File: src/rtl/pwm_adc_avg_pkg.sv
// Shared types and helpers for the pwm_adc_avg sample averager.
//  - state_t      : averaging FSM states
//  - acc_width()  : accumulator width for a given sample width / max window exponent
//  - clamp_log2() : saturate a requested window exponent to the supported maximum
package pwm_adc_avg_pkg;

    typedef enum logic [0:0] {
        S_IDLE  = 1'b0,
        S_ACCUM = 1'b1
    } state_t;

    localparam int unsigned NBITS_DEF    = 8;
    localparam int unsigned MAX_LOG2_DEF = 4;

    // Sum of 2^max_log2 samples of nbits each fits exactly in nbits+max_log2 bits.
    function automatic int unsigned acc_width(int unsigned nbits, int unsigned max_log2);
        return nbits + max_log2;
    endfunction

    function automatic int unsigned clamp_log2(int unsigned req, int unsigned max_log2);
        return (req > max_log2) ? max_log2 : req;
    endfunction

endpackage

File: src/rtl/pwm_adc_avg_minmax.sv
// Running per-window min/max tracker for pwm_adc_avg.
// Build option: only instantiated when PWM_ADC_AVG_MINMAX_EN is defined.
// Ports:
//  clk_i, rst_i  clock / synchronous active-high reset
//  clear_i       synchronous flush of running and published values
//  sample_i      ADC code
//  accept_i      sample_i is part of the current window
//  first_i       accepted sample opens a new window
//  load_i        window result is being published (same cycle as the final sample)
//  min_o, max_o  published min/max of the last loaded window
module pwm_adc_avg_minmax #(
    parameter int unsigned NBITS = 8
) (
    input  logic             clk_i,
    input  logic             rst_i,
    input  logic             clear_i,
    input  logic [NBITS-1:0] sample_i,
    input  logic             accept_i,
    input  logic             first_i,
    input  logic             load_i,
    output logic [NBITS-1:0] min_o,
    output logic [NBITS-1:0] max_o
);

    logic [NBITS-1:0] run_min;
    logic [NBITS-1:0] run_max;
    logic [NBITS-1:0] win_min;
    logic [NBITS-1:0] win_max;

    // Min/max including the current sample; a new window ignores stale running values.
    always_comb begin
        win_min = run_min;
        win_max = run_max;
        if (first_i) begin
            win_min = sample_i;
            win_max = sample_i;
        end else begin
            if (sample_i < run_min) win_min = sample_i;
            if (sample_i > run_max) win_max = sample_i;
        end
    end

    always_ff @(posedge clk_i) begin
        if (rst_i || clear_i) begin
            run_min <= '0;
            run_max <= '0;
            min_o   <= '0;
            max_o   <= '0;
        end else begin
            if (accept_i) begin
                run_min <= win_min;
                run_max <= win_max;
            end
            if (load_i) begin
                min_o <= win_min;
                max_o <= win_max;
            end
        end
    end

endmodule

File: src/rtl/pwm_adc_avg.sv
// Averages 2^win_log2 consecutive ADC samples and presents the result on a
// valid/ready output; sticky overrun when a result is dropped while one is pending.
// Build option: PWM_ADC_AVG_MINMAX_EN adds per-window min_o/max_o outputs.
// Ports:
//  clk_i, rst_i               clock / synchronous active-high reset
//  enable_i                   accept samples when high; falling mid-window discards it
//  clear_i                    synchronous flush of window, result and flags
//  win_log2_i                 window exponent, latched at window start, clamped to MAX_LOG2
//  sample_i, sample_valid_i   input sample stream
//  avg_o, avg_valid_o         averaged result, held until avg_ready_i
//  avg_ready_i                consumer accept
//  overrun_o                  sticky dropped-result flag
//  busy_o                     window partially filled
//  min_o, max_o               (option) per-window min/max
module pwm_adc_avg
    import pwm_adc_avg_pkg::*;
#(
    parameter int unsigned NBITS    = NBITS_DEF,
    parameter int unsigned MAX_LOG2 = MAX_LOG2_DEF
) (
    input  logic                             clk_i,
    input  logic                             rst_i,
    input  logic                             enable_i,
    input  logic                             clear_i,
    input  logic [$clog2(MAX_LOG2+1)-1:0]    win_log2_i,
    input  logic [NBITS-1:0]                 sample_i,
    input  logic                             sample_valid_i,
    output logic [NBITS-1:0]                 avg_o,
    output logic                             avg_valid_o,
    input  logic                             avg_ready_i,
    output logic                             overrun_o,
`ifdef PWM_ADC_AVG_MINMAX_EN
    output logic [NBITS-1:0]                 min_o,
    output logic [NBITS-1:0]                 max_o,
`endif
    output logic                             busy_o
);

    localparam int unsigned ACC_W = acc_width(NBITS, MAX_LOG2);
    localparam int unsigned CNT_W = MAX_LOG2 + 1;
    localparam int unsigned WL_W  = $clog2(MAX_LOG2 + 1);

    state_t            state;
    state_t            state_n;
    logic [ACC_W-1:0]  acc;
    logic [ACC_W-1:0]  acc_n;
    logic [CNT_W-1:0]  cnt;
    logic [CNT_W-1:0]  cnt_n;
    logic [WL_W-1:0]   win;
    logic [WL_W-1:0]   win_n;
    logic [NBITS-1:0]  avg_n;
    logic              valid_n;
    logic              ovr_n;

    logic [WL_W-1:0]   win_eff;
    logic [WL_W-1:0]   shamt;
    logic [ACC_W-1:0]  sum;
    logic [CNT_W-1:0]  cnt_inc;
    logic [NBITS-1:0]  result;
    logic              sample_acc;
    logic              done;
    logic              take;
    logic              drop;
    logic              load;

    // State register.
    always_ff @(posedge clk_i) begin
        if (rst_i || clear_i) state <= S_IDLE;
        else                  state <= state_n;
    end

    // Next-state, window datapath and output handshake.
    always_comb begin
        state_n    = state;
        acc_n      = acc;
        cnt_n      = cnt;
        win_n      = win;
        avg_n      = avg_o;
        valid_n    = avg_valid_o;
        ovr_n      = overrun_o;
        done       = 1'b0;

        sample_acc = enable_i & sample_valid_i;
        win_eff    = WL_W'(clamp_log2(32'(win_log2_i), MAX_LOG2));
        // acc is zero in S_IDLE, so sum is just the sample when a window opens.
        shamt      = (state == S_IDLE) ? win_eff : win;
        sum        = acc + ACC_W'(sample_i);
        cnt_inc    = cnt + CNT_W'(1);
        result     = NBITS'(sum >> shamt);

        case (state)
            S_IDLE: begin
                if (sample_acc) begin
                    win_n = win_eff;
                    if (win_eff == '0) begin
                        done = 1'b1;
                    end else begin
                        state_n = S_ACCUM;
                        acc_n   = sum;
                        cnt_n   = cnt_inc;
                    end
                end
            end
            S_ACCUM: begin
                if (!enable_i) begin
                    state_n = S_IDLE;
                    acc_n   = '0;
                    cnt_n   = '0;
                end else if (sample_valid_i) begin
                    if (cnt_inc == (CNT_W'(1) << win)) begin
                        done    = 1'b1;
                        state_n = S_IDLE;
                        acc_n   = '0;
                        cnt_n   = '0;
                    end else begin
                        acc_n = sum;
                        cnt_n = cnt_inc;
                    end
                end
            end
            default: begin
                state_n = S_IDLE;
                acc_n   = '0;
                cnt_n   = '0;
            end
        endcase

        // A completion only loses its result if the pending one is not taken this cycle.
        take = avg_valid_o & avg_ready_i;
        drop = done & avg_valid_o & ~avg_ready_i;
        load = done & ~drop;

        if (take) valid_n = 1'b0;
        if (drop) ovr_n   = 1'b1;
        if (load) begin
            avg_n   = result;
            valid_n = 1'b1;
        end
    end

    always_ff @(posedge clk_i) begin
        if (rst_i || clear_i) begin
            acc         <= '0;
            cnt         <= '0;
            win         <= '0;
            avg_o       <= '0;
            avg_valid_o <= 1'b0;
            overrun_o   <= 1'b0;
            busy_o      <= 1'b0;
        end else begin
            acc         <= acc_n;
            cnt         <= cnt_n;
            win         <= win_n;
            avg_o       <= avg_n;
            avg_valid_o <= valid_n;
            overrun_o   <= ovr_n;
            busy_o      <= (state_n == S_ACCUM);
        end
    end

`ifdef PWM_ADC_AVG_MINMAX_EN
    pwm_adc_avg_minmax #(
        .NBITS (NBITS)
    ) u_minmax (
        .clk_i    (clk_i),
        .rst_i    (rst_i),
        .clear_i  (clear_i),
        .sample_i (sample_i),
        .accept_i (sample_acc),
        .first_i  (state == S_IDLE),
        .load_i   (load),
        .min_o    (min_o),
        .max_o    (max_o)
    );
`endif

endmodule

File: config.mk
export PLATFORM = sky130hd
export DESIGN_NAME = pwm_adc_avg
export DESIGN_NICKNAME = d
export VERILOG_FILES = /design/src/rtl/pwm_adc_avg_pkg.sv /design/src/rtl/pwm_adc_avg_minmax.sv /design/src/rtl/pwm_adc_avg.sv
export SDC_FILE = /design/constraint.sdc
export NUM_CORES = 1
export LEC_CHECK = 0
export CAP_MARGIN = 20
export CORE_UTILIZATION = 30
export CTS_BUF_LIST = sky130_fd_sc_hd__clkbuf_4 sky130_fd_sc_hd__clkbuf_8
export CTS_CLUSTER_DIAMETER = 200
export CTS_CLUSTER_SIZE = 25
export DETAILED_ROUTE_END_ITERATION = 16
export PLACE_DENSITY_LB_ADDON = 0.12
export SLEW_MARGIN = 40
export SYNTH_ARGS = -nofsm -noshare
export SYNTH_HDL_FRONTEND = slang
export SYNTH_SLANG_ARGS = --single-unit
File: constraint.sdc
create_clock -name clk_i -period 4.8 [get_ports clk_i]
set_input_delay 0.96 -clock clk_i [delete_from_list [all_inputs] [get_ports clk_i]]
set_output_delay 0.96 -clock clk_i [all_outputs]
set_load 0.02 [all_outputs]
### Yosys cells after proc, flatten, opt, wreduce, memory -nomap -nowiden

Cells that the tools add are included.

* register bits: 31
* bits of input ports: 17
* output and inout port bits: 11
* word-level logic and storage cells: 57

* $add $sub $neg: 2
* order comparisons: 1
* eq/ne operators: 4
* shift-type cells: 2
* muxes and demuxes: 28
* bitwise gates (word level): 8
* reduce and logical (&&, ||, !) cells: 5

Operators with widths (number)
* $mux 12: 5
* $mux 5: 5
* $pmux 12 s2: 1
* $add 12x8->12: 1
* $mux 1: 12
* $shr 12x3->8: 1
* $pmux 5 s2: 1
* $mux 3: 2
* $add 5x1->5 const B: 1
* $and 1x1->1: 5
* $eq 5x5->1: 1
* $shl 1x3->5 const A: 1
* $ne 2x2->1 const B: 2
* $pmux 1 s2: 2
* $gt 3x3->1 const B: 1
* $logic_not 3->1: 1
* $ne 3x3->1 const B: 1
* $not 1->1: 3
* $reduce_and 3->1: 1
* $reduce_and 2->1: 1
* $reduce_bool 2->1: 1
* $logic_or 1x1->1: 1

### Logic depth before layout (Yosys ltp)

Gate-level depths: netlist of run 1.

* word-level depth: 11
* gate-level depth with buffers: 10
* gate-level depth less buffers: 10

### Least setup slack after synthesis of run 1

Ideal clock, no wire load.

* path kind: input port to flip-flop
* start point: input sample_i[0]
* end point: register avg_o[4]
* library setup time: 0.119 ns
* arrival time: 2.998 ns
* data required time: 4.681 ns
* slack: 1.683 ns
* stages: 10
* buffers on the path: 0
* cells stage by stage: ha_1 inv_1 fa_1 nand2b_1 a21oi_1 o2111ai_1 xnor2_1 a221oi_1 o22ai_1 o221a_2

* cells in the longest elaborated chain, start to end: 2

RTL lines
* start: declaration: line pwm_adc_avg.sv:26 `input logic [NBITS-1:0] sample_i,`
* $add 12x8->12: line pwm_adc_avg.sv:87 `sum = acc + ACC_W'(sample_i);`
* $shr 12x3->8: line pwm_adc_avg.sv:89 `result = NBITS'(sum >> shamt);`
* end signal: assignment: line pwm_adc_avg.sv:154 `avg_o <= avg_n;`
* end: declaration: line pwm_adc_avg.sv:28 `output logic [NBITS-1:0] avg_o,`

Every way passes these cells.
A chain may end at the register's enable or synchronous reset.

### Worst setup path in the final report of run 1

Same ends and word-level chain as after synthesis.

==> results by group, run 1 <==
Timing
  • Total Negative Setup Slacks: 0 ps
  • Fmax: 0.274 GHz
  • Hold Violations, Final: 0
  • Pin slew with the least headroom to its limit: approximately 710 ps
  • Hold slack final: approximately 460 ps
  • Final setup violation count: 0
  • Final min period: between 3000 and 4000 ps
  • Final Worst Setup Slack: between 1000 and 1500 ps
  • Normalized max-slew margin: a little over half
  • Slew Limit Fails: 0
  • Final cycle utilization of the critical path: about three quarters
  • Skew final: 7.40 ps
  • Unrepaired setup endpoints after global routing: no

Synth
  • Netlist area before placement: between 2000 and 2500 um2
  • Library cells used by synthesis: 53
  • Warnings, synthesis: 0
  • Cell taking the most area after synthesis: dfxtp_1
  • Post-Syn Area per Cell: roughly 7.6 um2
  • Post-Syn Instances: roughly 320
  • Post-synth net total: 342
  • Portion of synthesized cell area occupied by the leading cell type: 26.1%
  • Proportion of register bits with asynchronous set or reset after synthesis: 0%
  • Number of enable-type register cells in the synthesized netlist: 0
  • Seq cells post-synth: 31
  • Commonest register cell after synthesis: dfxtp_1
  • Most area-consuming cells after synthesis: dfxtp_1 26%, nand2_1 5.7%, nor2_1 4.9%
  • Sequential element share of the synthesized area: 26.1%

Setup path
  • Master of the slowest instance on the critical path: clkdlybuf4s50_1
  • Stage delay of the slowest cell on the critical path: about 460 ps
  • Crit end category: flop
  • Crit path buffers/inverters: 2
  • Sort of element at the start of the critical path: input port
  • Family with the most delay on the worst path: compound AO/OA/AOI/OAI gates
  • Kind of critical path: in -> reg
  • Critical path data arrival time: roughly 3800 ps
  • Cells along the critical path: clkdlybuf4s50_1 -> ha_1 -> inv_1 -> fa_1 -> nand2b_1 -> a21oi_1 -> o2111ai_1 -> xnor2_1 -> a221oi_1 -> o22ai_1 -> o221a_2
  • Required time worst endpoint: approximately 5000 ps
  • Largest driver fanout on the critical path: 4

Routing
  • Routed length on met3: approximately 240 um
  • Routed wl met2: ~2700 um
  • Routed len/inst: ~14 um
  • Initial detailed-routing violation count: between 100 and 150
  • Vias after detailed routing: roughly 2.4k
  • Iteration count of the initial detailed-routing pass: 4
  • Uppermost layer routed: met4
  • Detailed-route vias per instance: approximately 5.4
  • DRT Wirelength: approximately 6300 um
  • Post-Route M1 WL: roughly 3300 um
  • DRC Markers: 0
  • Post-DRT Antenna Nets: 0

Final layout
  • Number of filler cells placed in the layout: 818
  • Most common cell after layout, fill and taps aside: nand2_1
  • Area growth from synthesis to final layout: 18.4%
  • Final standard cell count with taps included and fillers excluded: about 440
  • Multi-input gate area in the final layout: between 1500 and 2000 um2
  • Most frequent cells in the layout: 36 x nand2_1, 31 x nor2_1, 31 x dfxtp_1, 27 x clkdlybuf4s50_1, 20 x o21ai_0
  • Storage cell area: 621 um2
  • Layout Nets: 361
  • Post-layout util: a little over a third
  • Antenna Cells: 0
  • Proportion of layout cells with a drive suffix above 1: 7.46%

GRT
  • Global routing usage summed across all routing layers: ~16%
  • Maximum number of pins on one net before global-route repair: 32
  • Initial antenna violation count: 0
  • Via count of the first global-routing pass: roughly 2.1k
  • First-pass GRT wire length: roughly 10000 um
  • Aggregate global routing overflow: 0

Floorplan
  • Die extent in x: about 90 um
  • Height of the die: 91.0 um
  • Overall die area: slightly above 8000 um2
  • Num ports: 28
  • Std cell rows: 32
  • Initial Utilization: about 31%
  • Core region area: 7690 um2

Power and ir drop
  • Total power density per cell area: between 200 and 250 nW/um2
  • Net switching power figure: a little under 0.2 mW
  • Net switching fraction of the power: 31.1%
  • Part of the power in the clock network: 34.6%
  • Max IR drop VDD: 120 uV
  • Comb pwr share: between 20% and 30%
  • Standby leakage power: approximately 1 nW
  • Share of power burned in registers: between 40% and 50%
  • Internal power component: around 0.43 mW

Clock tree
  • Maximum buffer depth of the clock tree: 2
  • Number of clock sinks: 31
  • TritonCTS buffer count: 5
  • Clock latency reported for the late side of the worst-skew pair: between 200 and 300 ps
  • Hold-fix buffers at CTS: 0
  • H-tree levels: 2
  • CTS clk-pin slew, worst paths: approximately 70 ps
  • Total of cells resized after clock tree synthesis: 0
  • CTS tree: yes
  • Post-CTS setup-driven buffer insertion count: 0
  • Clock tree root driver cell: clkbuf_8

Outcome
  • Result of the run: finished clean

Place
  • Global placer's final weighted congestion: 0.773
  • Worst Setup Slack post-DPL: approximately 860 ps
  • Placed wire-length estimate after detailed placement: 4600 um
  • IO buf count: 27
  • Number of cells after detailed placement: 428

Flow run
  • Max-capacitance violation count: 0

Hold path
  • Hold/Removal Path Class: reg -> reg
[cells by family after synthesis]
group | share of synthesized area [%]
AND/OR/NAND/NOR | 23.7
AO/OA/AOI/OAI | 34.0
flip-flops | 26.1
buffers and inverters | 4.42
XOR/XNOR | 4.05
adder cells (fa/ha/maj) | 5.58
multiplexers | 2.16
[per-stage QoR]
step                      total power, mW  instance area (um2)
after global placement              0.417                 2720
after detailed placement            0.416                 2720
after global routing                0.667                 2820
after CTS                           0.639                 2810
after floorplan                     0.372                 2380
final                               0.629                 2820
[final timing paths]
kind          startpoint  endpoint  slack [ps]  depth (start not counted)
max reg2reg       acc[0]  avg_o[4]        1960                         10
max          sample_i[0]  avg_o[4]        1150                         11
min reg2reg       acc[2]    acc[2]         460                          2
min               acc[2]    acc[2]         460                          2
[cells in the mapped netlist, types with 6 or more instances]
master and instances:
clkbuf_1 17, ha_1 9, xor2_1 6, inv_1 8, nor3_1 10, a31oi_1 10, o211ai_1 10, a21o_1 6
nand2_1 36, a21oi_1 17, o21ai_0 21, nand3_1 13, nor2_1 31, dfxtp_1 31, a22oi_1 7
[sequential cells by signal, indices dropped and copies added (netlist names)]
signal,flops
acc,12
avg_o,8
cnt,5
win,3
avg_valid_o,1
busy_o,1
overrun_o,1
[worst min-delay path, delay by kind of cell, from the launching register on]
family          cells  cell delay [ps]
simple gates        1               50
compound gates      1               50
flops               1              310
[layout make-up]
class	instances	share of cell area, %
repair buffers	30	10.4
flip-flops and latches	31	22.0
inverters	8	1.07
clock buffers	7	2.98
clock inverters	1	0.178
multi-input cells	258	58.8
well taps	102	4.53
[layer usage]
metal / global-route usage [%] / vias up
li1: - / 1223
met1: 22.0 / 1092
met2: 23.9 / 40
met3: 2.76 / 5
met4: 4.50 / 0
met5: 0 / -
[power groups by stage]
stage / combinational (mW) / sequential (mW) / clock, mW
global placement: 0.145 / 0.272 / 0
finish: 0.145 / 0.267 / 0.218
floorplan: 0.100 / 0.272 / 0
detailed placement: 0.144 / 0.272 / 0
CTS: 0.145 / 0.266 / 0.227
global route: 0.161 / 0.267 / 0.239
Note: power is estimated with default switching activity, not from simulation.
==> inputs of run 2 (changes only) <==
- clock period: 4.8 -> 3.1 ns (I/O delays scaled with it)
==> results by group, run 2 (synthesis results as in run 1) <==
Setup path
  • Worst-case register-to-register setup slack: 510 ps (was 1960 ps)
  • Critical path data arrival time: 3200 ps (was 3830 ps)
  • Required time worst endpoint: 3330 ps (was 4980 ps)
  • End of the worst register-to-register path: avg_o[2] (was avg_o[4])
  • Largest driver fanout on the critical path: 4 (unchanged)
  • Kind of critical path: in -> reg (unchanged)
  • R2R cell count: 8 (was 10)
  • Startpoint of the most critical register-to-register path: cnt[0] (was acc[0])
  • Crit end category: flop (unchanged)
  • Sort of element at the start of the critical path: input port (unchanged)

Hold path
  • Instance count along the most critical hold path: 2 (unchanged)
  • Startpoint of the worst hold path: acc[0] (was acc[2])
  • Worst-case hold path end point: acc[0] (was acc[2])
  • Hold/Removal Path Class: reg -> reg (unchanged)

Floorplan
  • Num ports: 28 (unchanged)
  • Die extent in x: 91.0 um (unchanged)
  • Overall die area: 8290 um2 (unchanged)
  • Core region area: 7690 um2 (unchanged)
  • Std cell rows: 32 (unchanged)
  • Initial Utilization: 30.9% (unchanged)
  • Height of the die: 91.0 um (unchanged)

Timing
  • Unrepaired setup endpoints after global routing: no (unchanged)
  • Final setup violation count: 0 (unchanged)
  • Total Negative Setup Slacks: 0 ps (unchanged)
  • Pin slew with the least headroom to its limit: 714 ps (was 707 ps)
  • Slew Limit Fails: 0 (unchanged)
  • Normalized max-slew margin: 52.3% (was 52.8%)
  • Skew final: 3.46 ps (was 7.40 ps)
  • Final cycle utilization of the critical path: between 90% and 100%
  • Hold Violations, Final: 0 (unchanged)
  • Fmax: 0.337 GHz
  • Final min period: slightly below 3000 ps

Outcome
  • Result of the run: finished clean (unchanged)

Final layout
  • Layout Nets: 393 (was 361)
  • Area growth from synthesis to final layout: 31.4% (was 18.4%)
  • Proportion of layout cells with a drive suffix above 1: 17.4% (was 7.46%)
  • Most common cell after layout, fill and taps aside: nand2_1 (unchanged)
  • Number of filler cells placed in the layout: 831 (was 818)
  • Antenna Cells: 0 (unchanged)
  • Regs by FF count: acc: 12 flops, avg_o: 8 flops, cnt: 5 flops (unchanged)
  • Largest register FFs: 12 (unchanged)
  • Top register by number of flip-flops: acc (unchanged)
  • Most frequent cells in the layout: 36 x nand2_1, 35 x buf_4, 31 x nor2_1, 31 x dfxtp_1, 27 x clkdlybuf4s50_1 (was 36 x nand2_1, 31 x nor2_1, 31 x dfxtp_1, 27 x clkdlybuf4s50_1, 20 x o21ai_0)

Power and ir drop
  • Total power density per cell area: 353 nW/um2 (was 223 nW/um2)
  • Max IR drop VDD: 153 uV (was 120 uV)
  • Total chip power: 1.10 mW (was 0.629 mW)
  • Share of power burned in registers: 37.4% (was 42.4%)
  • Comb pwr share: 24.1% (was 23.0%)
  • Net switching power figure: 0.319 mW (was 0.196 mW)
  • Standby leakage power: 1.21 nW (was 1.02 nW)
  • Internal power component: 0.785 mW (was 0.433 mW)
  • Net switching fraction of the power: 28.9% (was 31.1%)
  • Part of the power in the clock network: 38.5% (was 34.6%)

GRT
  • Global routing usage summed across all routing layers: 17.9% (was 15.5%)
  • Initial antenna violation count: 0 (unchanged)
  • First-pass GRT wire length: 12000 um (was 10400 um)
  • Maximum number of pins on one net before global-route repair: 24 (was 32)
  • Via count of the first global-routing pass: 2472 (was 2124)
  • Aggregate global routing overflow: 0 (unchanged)

Clock tree
  • Number of clock sinks: 31 (unchanged)
  • CTS clk-pin slew, worst paths: 70 ps (about the same)
  • CTS tree: yes (unchanged)
  • TritonCTS buffer count: 5 (unchanged)
  • Clock tree root driver cell: clkbuf_8 (unchanged)
  • Hold-fix buffers at CTS: 0 (unchanged)
  • Maximum buffer depth of the clock tree: 2 (unchanged)
  • Clock latency reported for the late side of the worst-skew pair: 280 ps (was 290 ps)
  • H-tree levels: 2 (unchanged)

Routing
  • Vias after detailed routing: 2475 (was 2360)
  • Detailed-route vias per instance: 5.28 (was 5.40)
  • Post-DRT Antenna Nets: 0 (unchanged)
  • DRT Wirelength: 6810 um (was 6330 um)
  • Routed len/inst: 14.5 um (about the same)
  • Initial detailed-routing violation count: 89 (was 108)
  • DRC Markers: 0 (unchanged)
  • Iteration count of the initial detailed-routing pass: 5 (was 4)

Place
  • Global placer's final weighted congestion: 0.832 (was 0.773)
  • Placed wire-length estimate after detailed placement: 5090 um (was 4600 um)
  • IO buf count: 27 (unchanged)

Flow run
  • Max-capacitance violation count: 0 (unchanged)
## run 2: metrics by stage
stage | cell area (um2) | util, % | setup WS (ps) | instances | hold WS, ps
6_report | 3130 | 40.7 | 128 | 469 | 463
5_1_grt | 3130 | 40.7 | 13.3 | 469 | 484
4_1_cts | 3080 | 40.0 | 44.8 | 468 | 469
3_5_place_dp | 2960 | 38.5 | -249 | 460 | 457
3_3_place_gp | 2960 | 38.5 | -264 | 460 | 446
2_1_floorplan | 2380 | - | 323 | 315 | 436
## run 2: worst max path at each step
stage               depth (start not counted)  slack (ps)        start  endpoint
floorplan                                  10         320  sample_i[0]  avg_o[4]
global placement                           12        -260  sample_i[0]  avg_o[5]
detailed placement                         12        -250  sample_i[0]  avg_o[4]
CTS                                        12          40  sample_i[0]  avg_o[5]
global route                                9          10  sample_i[6]  avg_o[0]
finish                                     13         130  sample_i[0]  avg_o[6]
## run 2: metal layers
| layer | part of all wire [%] | track usage (%) |
|---|---|---|
| met1 | 51 | 24.7 |
| met2 | 44 | 28.5 |
| met3 | 3.5 | 2.76 |
| met4 | 1.1 | 5.29 |
| met5 | 0 | 0 |
## run 2: power groups by stage
stage               logic [mW]  registers (mW)  clock network [mW]
floorplan                0.155           0.421                   0
global placement         0.259           0.422                   0
detailed placement       0.259           0.422                   0
CTS                      0.260           0.413               0.445
global route             0.296           0.414               0.462
finish                   0.266           0.413               0.425
## run 2: cell type report
cell class / count / area (um2) / share of cell area (%)
multi-input cells: 258 / 1700 / 54.3
flip-flops and latches: 31 / 621 / 19.9
repair buffers: 62 / 533 / 17.1
well taps: 102 / 128 / 4.08
clock buffers: 6 / 82.6 / 2.64
clock inverters: 2 / 35.0 / 1.12
inverters: 8 / 30.0 / 0.961
## run 2: critical path: stages
cell             delay (ps)
clkdlybuf4s50_1         460
ha_1                    160
inv_1                    50
fa_2                    340
nand2b_4                150
a21oi_1                 130
buf_4                   150
o21ai_0                 150
xnor2_1                 160
buf_4                   160
a211o_1                 290
a21oi_1                 170
o221a_2                 200
## run 2: what timing repair did
action                     in CTS  in global routing
buffers inserted                0                  1
setup endpoints to repair       0                  8
gates resized for setup         0                  8
